[config.mk]
export PLATFORM = sky130hd
export DESIGN_NAME = rom_burst_reader
export DESIGN_NICKNAME = d
export VERILOG_FILES = /design/src/rtl/rom_burst_reader.sv
export SDC_FILE = /design/constraint.sdc
export NUM_CORES = 1
export LEC_CHECK = 0
export CAP_MARGIN = 5
export CORE_UTILIZATION = 50
export DETAILED_ROUTE_END_ITERATION = 10
export GPL_ROUTABILITY_DRIVEN = 0
export PLACE_DENSITY_LB_ADDON = 0.2
export SLEW_MARGIN = 10
export SYNTH_ARGS = -nofsm -noshare
export SYNTH_HDL_FRONTEND = slang
export SYNTH_SLANG_ARGS = --single-unit
[constraint.sdc]
create_clock -name clk -period 3.8 [get_ports clk]
set_clock_uncertainty 0.15 [all_clocks]
set_input_delay 0.76 -clock clk [delete_from_list [all_inputs] [get_ports clk]]
set_output_delay 0.76 -clock clk [all_outputs]
set_load 0.02 [all_outputs]
[src/rtl/rom_burst_reader.sv]
// Burst reader for a 64x8 registered-output ROM. It issues sequential reads
// into a 2-entry FIFO and streams the words out under ready/valid flow control.
module rom_burst_reader (
    input  logic       clk,
    input  logic       reset,
    input  logic       start,
    input  logic [5:0] base_addr,
    input  logic [5:0] len,
    output logic [5:0] rom_addr,
    input  logic [7:0] rom_data,
    output logic [7:0] out_data,
    output logic       out_valid,
    input  logic       out_ready,
    output logic       busy,
    output logic       done
);

    typedef enum logic [1:0] {
        IDLE  = 2'd0,
        RUN   = 2'd1,
        DRAIN = 2'd2
    } state_t;

    state_t     state_q, state_d;
    logic [5:0] rom_addr_q, rom_addr_d;
    logic [6:0] remaining_q, remaining_d;
    logic       inflight_q, inflight_d;
    logic [1:0] fifo_count_q, fifo_count_d;
    logic [7:0] entry0_q, entry0_d;
    logic [7:0] entry1_q, entry1_d;
    logic       rd_ptr_q, rd_ptr_d;
    logic       wr_ptr_q, wr_ptr_d;
    logic       busy_q, busy_d;

    logic       pop_s;
    logic       push_s;
    logic       issue_s;
    logic       done_s;
    logic [2:0] occ_s;

    // Next-state logic for the FSM, read issue and the FIFO.
    always_comb begin
        state_d      = state_q;
        rom_addr_d   = rom_addr_q;
        remaining_d  = remaining_q;
        fifo_count_d = fifo_count_q;
        entry0_d     = entry0_q;
        entry1_d     = entry1_q;
        rd_ptr_d     = rd_ptr_q;
        wr_ptr_d     = wr_ptr_q;

        pop_s   = (fifo_count_q != 2'd0) && out_ready;
        push_s  = inflight_q;
        // Occupancy after this cycle's pop; pop implies count>0 so no underflow.
        occ_s   = {1'b0, fifo_count_q} + {2'b00, inflight_q} - {2'b00, pop_s};
        issue_s = (state_q == RUN) && (remaining_q != 7'd0) && (occ_s < 3'd2);
        done_s  = (state_q == DRAIN) && pop_s && (fifo_count_q == 2'd1) && !inflight_q;
        inflight_d = issue_s;

        case (state_q)
            IDLE: begin
                if (start) begin
                    state_d     = RUN;
                    rom_addr_d  = base_addr;
                    remaining_d = (len == 6'd0) ? 7'd64 : {1'b0, len};
                end else begin
                    state_d = IDLE;
                end
            end
            RUN: begin
                if (issue_s) begin
                    rom_addr_d  = rom_addr_q + 6'd1;
                    remaining_d = remaining_q - 7'd1;
                    if (remaining_q == 7'd1) begin
                        state_d = DRAIN;
                    end else begin
                        state_d = RUN;
                    end
                end else begin
                    state_d = RUN;
                end
            end
            DRAIN: begin
                if (done_s) begin
                    state_d = IDLE;
                end else begin
                    state_d = DRAIN;
                end
            end
            default: begin
                state_d = IDLE;
            end
        endcase

        if (push_s) begin
            if (wr_ptr_q) begin
                entry1_d = rom_data;
            end else begin
                entry0_d = rom_data;
            end
            wr_ptr_d = ~wr_ptr_q;
        end else begin
            wr_ptr_d = wr_ptr_q;
        end

        if (pop_s) begin
            rd_ptr_d = ~rd_ptr_q;
        end else begin
            rd_ptr_d = rd_ptr_q;
        end

        case ({push_s, pop_s})
            2'b10:   fifo_count_d = fifo_count_q + 2'd1;
            2'b01:   fifo_count_d = fifo_count_q - 2'd1;
            default: fifo_count_d = fifo_count_q;
        endcase

        busy_d = (state_d != IDLE);
    end

    // State and datapath registers with synchronous reset.
    always_ff @(posedge clk) begin
        if (reset) begin
            state_q      <= IDLE;
            rom_addr_q   <= 6'd0;
            remaining_q  <= 7'd0;
            inflight_q   <= 1'b0;
            fifo_count_q <= 2'd0;
            entry0_q     <= 8'd0;
            entry1_q     <= 8'd0;
            rd_ptr_q     <= 1'b0;
            wr_ptr_q     <= 1'b0;
            busy_q       <= 1'b0;
        end else begin
            state_q      <= state_d;
            rom_addr_q   <= rom_addr_d;
            remaining_q  <= remaining_d;
            inflight_q   <= inflight_d;
            fifo_count_q <= fifo_count_d;
            entry0_q     <= entry0_d;
            entry1_q     <= entry1_d;
            rd_ptr_q     <= rd_ptr_d;
            wr_ptr_q     <= wr_ptr_d;
            busy_q       <= busy_d;
        end
    end

    assign rom_addr  = rom_addr_q;
    assign out_data  = rd_ptr_q ? entry1_q : entry0_q;
    assign out_valid = (fifo_count_q != 2'd0);
    assign busy      = busy_q;
    // done must coincide with the final transfer, so it follows out_ready.
    assign done      = done_s;

endmodule

* Word-level counts from Yosys, hierarchy flattened
Cells that the tools add are included.
** Word-level totals
- Word-level logic and storage cells :: 58
- Bits in read-only memories :: 0
- Register bits after elaboration :: 37
- Output and inout port bits :: 17
- Bits in writable memories :: 0
- Memories kept :: 0
- Bits in latches :: 0
- Bits of input ports :: 24
** Operators by class
- Muxes and demuxes :: 14
- $add $sub $neg :: 6
- Equal/unequal tests :: 8
- Bitwise operators :: 2
- Div/mod/pow operators :: 0
- Multipliers :: 0
- Shifts and indexed selects :: 0
- Reduce and logical (&&, ||, !) cells :: 17
- $lt $le $gt $ge :: 1
** Operator list (number)
- $mux W7 :: 3
- $pmux W7 S2 :: 1
- $mux W6 :: 2
- $pmux W6 S2 :: 1
- $mux W8 :: 1
- $reduce_bool A2 Y1 :: 4
- $eq A7 B1 Y1 const B :: 1
- $reduce_bool A7 Y1 :: 1
- $sub A7 B1 Y7 const B :: 1
- $add A6 B1 Y6 const B :: 1
- $eq A2 B1 Y1 const B :: 3
- $logic_and A1 B1 Y1 :: 6
- $logic_not A6 Y1 :: 1
- $mux W2 :: 3
- $pmux W2 S3 :: 1
- $eq A2 B2 Y1 const B :: 2
- $ne A2 B2 Y1 const B :: 2
- $pmux W2 S2 :: 1
- $reduce_and A2 Y1 :: 2
- $add A2 B1 Y3 :: 1
- $lt A3 B2 Y1 const B :: 1
- $reduce_and A3 Y1 :: 1
- $sub A3 B1 Y3 :: 1
- $add A2 B1 Y2 const B :: 1
- 5 further kinds :: 6

* Longest topological paths before layout
- Word-level depth :: 8
- Gate-level depth with buffers :: 12
- Depth with buffers taken out :: 11

* Least setup slack after synthesis
No wires, ideal clock.
- Path kind :: input-to-reg
- From :: input out_ready
- To :: register rom_addr_q[0] (netlist: rom_addr[0])
- Data arrival time :: 2.692 ns
- Data required time :: 3.579 ns
- Stages :: 9
- Slack :: 0.887 ns
- Cell sequence :: nor2b_1 -> xnor2_1 -> nand2_1 -> fa_1 -> xnor2_1 -> nand3_4 -> a2bb2oi_2 -> or3_1 -> a21oi_1
** Between the ends
- Word-level cells in the longest chain between the ends :: 6
** Ends and longest elaborated chain
- from (decl) :: line 13 : input logic out_ready,
- $logic_and A1 B1 Y1 :: line 52 : pop_s = (fifo_count_q != 2'd0) && out_ready;
- $sub A3 B1 Y3 :: line 55 : occ_s = {1'b0, fifo_count_q} + {2'b00, inflight_q} - {2'b00, pop_s};
- $lt A3 B2 Y1 :: line 56 : issue_s = (state_q == RUN) && (remaining_q != 7'd0) && (occ_s < 3'd2);
- $logic_and A1 B1 Y1 :: line 56
- $ne A2 B2 Y1 (no source line)
- $reduce_and A3 Y1 (no source line)
- to (signal assigned) :: line 136 : rom_addr_q <= rom_addr_d;
- to (decl) :: line 25 : logic [5:0] rom_addr_q, rom_addr_d;
No other way between the ends.
A chain may end at the register's enable or synchronous reset.

* Final worst setup path
- From :: input out_ready
- To :: register rom_addr_q[1] (netlist: rom_addr[1])
Same word-level chain as after synthesis.

==> impl_metrics.py <==
metrics = {
    "route": {
        "post_drt_wl_per_cell_um": 12.4,
        "dr.pass1.iters": 4,
        "vias": 1725,
        "ant_nets": 0,
        "routed_wl_um": 3980,
        "drc": 0,
        "via_per_inst": 5.39,
        "drt_iter0_drc": 145,
    },
    "power_and_ir_drop": {
        "p_per_area_mw_per_mm2": 561,
        "p_leak_nw": 0.842,
        "ir_drop_mv": 0.319,
        "total_power_w": 0.00136,
    },
    "synth": {
        "syn-cell-area_mm2": 0.00193,
        "synth_cells": 239,
        "muxShareOfSynthArea": 0.0518,
        "yosysWarnings": 0,
        "synth_top_area_share": 0.383,
        "synth.most_common_cell": "a21oi_1",
        "synthXorXnorAreaFrac": 0.0181,
        "synth_ff_type": "dfxtp_1",
        "synth-seq-cells": 37,
        "synth_simple_gate_area_frac": 0.260,
        "synth_top_family_by_area": "simple AND/OR/NAND/NOR gates",
        "syn_avg_cell_area_um2": 8.08,
        "synth_edf_count": 0,
        "synth-compound-area-share": 0.188,
        "syn-num-nets": 270,
        "yosysTopAreaCell": "dfxtp_1",
        "synthTopCellsByCount": "a21oi_1, dfxtp_1, nand2_1",
        "synth_fa_ha_area_frac": 0.0492,
        "ys_top_cells_by_area": "dfxtp_1, a21oi_1, nand2_1",
        "synth_cell_types": 43,
        "yosysSeqAreaShare": 0.383,
        "synth-async-reset-ratio": 0,
    },
    "global_routing": {
        "first_global_vias": 1495,
        "grt_max_degree": 42,
        "grt_pass1_wl_um": 6820,
        "grt-ovfl-total": 0,
        "antenna_found_initial": 0,
        "grtUsageTotal": 0.212,
    },
    "place": {
        "place_hpwl_um": 2660,
        "portBuffers": 40,
        "pre_cts_ws_ps": 22.1,
        "place_area_mm2": 0.00233,
    },
    "cts": {
        "cts_hold_buf": 0,
        "cts.htree.levels": 2,
        "cts_resized": 0,
        "clock-sinks": 37,
        "root_buffer": "clkbuf_8",
        "clkTransAtPathRegs_ps": 70,
        "cts_setup_buffers": 0,
        "tritoncts": "yes",
        "insertion_delay_ps": 290,
        "clock_path_buffers": 2,
        "numCtsBuffers": 5,
    },
    "cells_and_area": {
        "drive_gt1_frac": 0.0699,
        "fill_cells": 358,
        "layout.nets": 303,
        "stdcell_area_mm2": 0.00242,
        "antenna_cells": 0,
        "area_growth_pct": 25.1,
    },
    "critical_path": {
        "critPathArrivalTime_ps": 3490,
        "reg2reg_from": "fifo_count_q[1]$_SDFFE_PP0P_",
        "worstPathRequired_ps": 3820,
        "cp-end-kind": "register",
        "path_common_cell": "xnor2_1",
        "cp-start-kind": "input pin",
        "crit_type": "input pin to register",
        "max_stage_delay_ps": 750,
        "crit_path_start": "out_ready",
        "cp_slowest_cell": "a2bb2oi_2",
        "worstPathMaxFanout": 25,
        "path_cells": "clkdlybuf4s50_1 -> nor2b_1 -> xnor2_1 -> nand2_1 -> fa_1 -> xnor2_1 -> nand3_4 -> a2bb2oi_2 -> mux2i_1 -> nor2_1",
        "path_delay_family": "compound AO/OA/AOI/OAI gates",
        "cp.buffers_inverters": 1,
    },
    "timing": {
        "period_share": 0.912,
        "relSlewSlack": 0.336,
        "fin_ws_ps": 333,
        "finalSetupViolations": 0,
        "fmax_mhz": 288,
        "holdWs_ps": 301,
        "worst_pin_slew_ps": 995,
        "rsz0062_at_grt": "no",
        "fin_crit_ps": 3470,
        "finalSetupTns_ps": 0,
        "finalHoldViolCount": 0,
        "drv_slew": 0,
    },
    "flow_run": {
        "maxCapViolations": 0,
    },
    "hold_path": {
        "min_from": "entry0_q[1]$_SDFFE_PP0P_",
        "hp-class": "register to register",
    },
    "floorplan": {
        "ios": 41,
        "start_util": 0.524,
        "dieArea_mm2": 0.00412,
        "core_area_mm2": 0.00369,
        "rows": 22,
        "die_w_um": 64.2,
        "fp.dieH_um": 64.2,
    },
    "outcome": {
        "outcome": "completed",
    },
}
==> cell usage in the layout, fill, tap and decap left out, drive strengths merged <==
cell type	count
o21bai	1
or3	2
a2bb2oi	1
o21a	1
or4	1
clkbuf	7
ha	6
clkdlybuf4s50	40
nand4	1
nor3b	2
o32ai	4
inv	5
fa	1
o31a	2
nor4	1
a211oi	2
buf	2
o41ai	1
nand4b	1
and3	1
xnor2	4
nand3b	1
nand2b	9
mux2	8
nand3	12
and2b	2
nor2	14
nor3	7
dfxtp	37
or2	4
a211o	1
a21o	1
mux2i	1
nand2	34
nor2b	7
o21ai	9
a21oi	39
==> worst register-to-register path, cell delays in order (launching register included) <==
cell and delay, ps:
dfxtp_1 410, inv_1 100, ha_1 210, nor2b_1 190
xnor2_1 200, nand2_1 110, fa_1 400, xnor2_1 160
nand3_4 100, a2bb2oi_2 750, mux2i_1 270, nor2_1 50
==> flip-flops by register name, summed over array words and instances, names as in the netlist <==
register      cells
busy              1
entry0_q          8
entry1_q          8
fifo_count_q      2
inflight_q        1
rd_ptr_q          1
remaining_q       7
rom_addr          6
state_q           2
wr_ptr_q          1
==> stage by stage <==
stage | util | std cells
2_1_floorplan | - | 239
3_3_place_gp | 0.632 | 313
3_5_place_dp | 0.632 | 313
4_1_cts | 0.655 | 320
5_1_grt | 0.655 | 320
6_report | 0.655 | 320
==> report_power, final <==
group / total (W) / switching, W / internal, W
logic: 0.000541 / 0.000276 / 0.000264
registers: 0.000543 / 0.0000905 / 0.000452
clock network: 0.000273 / 0.000129 / 0.000144
==> layout make-up <==
class / count / area, µm² / area share
clock buffers: 7 / 86.3 / 0.0357
inverters: 5 / 18.8 / 0.00776
well taps: 48 / 60.1 / 0.0248
repair buffers: 42 / 415 / 0.172
flip-flops and latches: 37 / 741 / 0.306
multi-input cells: 181 / 1100 / 0.453
==> per-layer routing <==
| layer | wire length (µm) | vias to the layer above | GRT usage |
|---|---|---|---|
| li1 | - | 895 | - |
| met1 | 1920 | 791 | 0.276 |
| met2 | 1840 | 31 | 0.335 |
| met3 | 160 | 8 | 0.0643 |
| met4 | 59 | 0 | 0.0667 |
| met5 | 0 | - | 0 |
==> final timing paths <==
check,to,slack (ps),cells after the start
min reg2reg,entry0_q[1]$_SDFFE_PP0P_,300,2
min,entry0_q[1]$_SDFFE_PP0P_,300,2
max,rom_addr[1]$_SDFFE_PP0P_,330,10
max reg2reg,rom_addr[1]$_SDFFE_PP0P_,570,11
==> cell families after synthesis <==
family | after synthesis
adder cells (fa/ha/maj) | 7
XOR/XNOR | 4
buffers and inverters | 21
multiplexers | 9
flip-flops | 37
AO/OA/AOI/OAI | 62
AND/OR/NAND/NOR | 99
(Power assumes the default switching activity.)
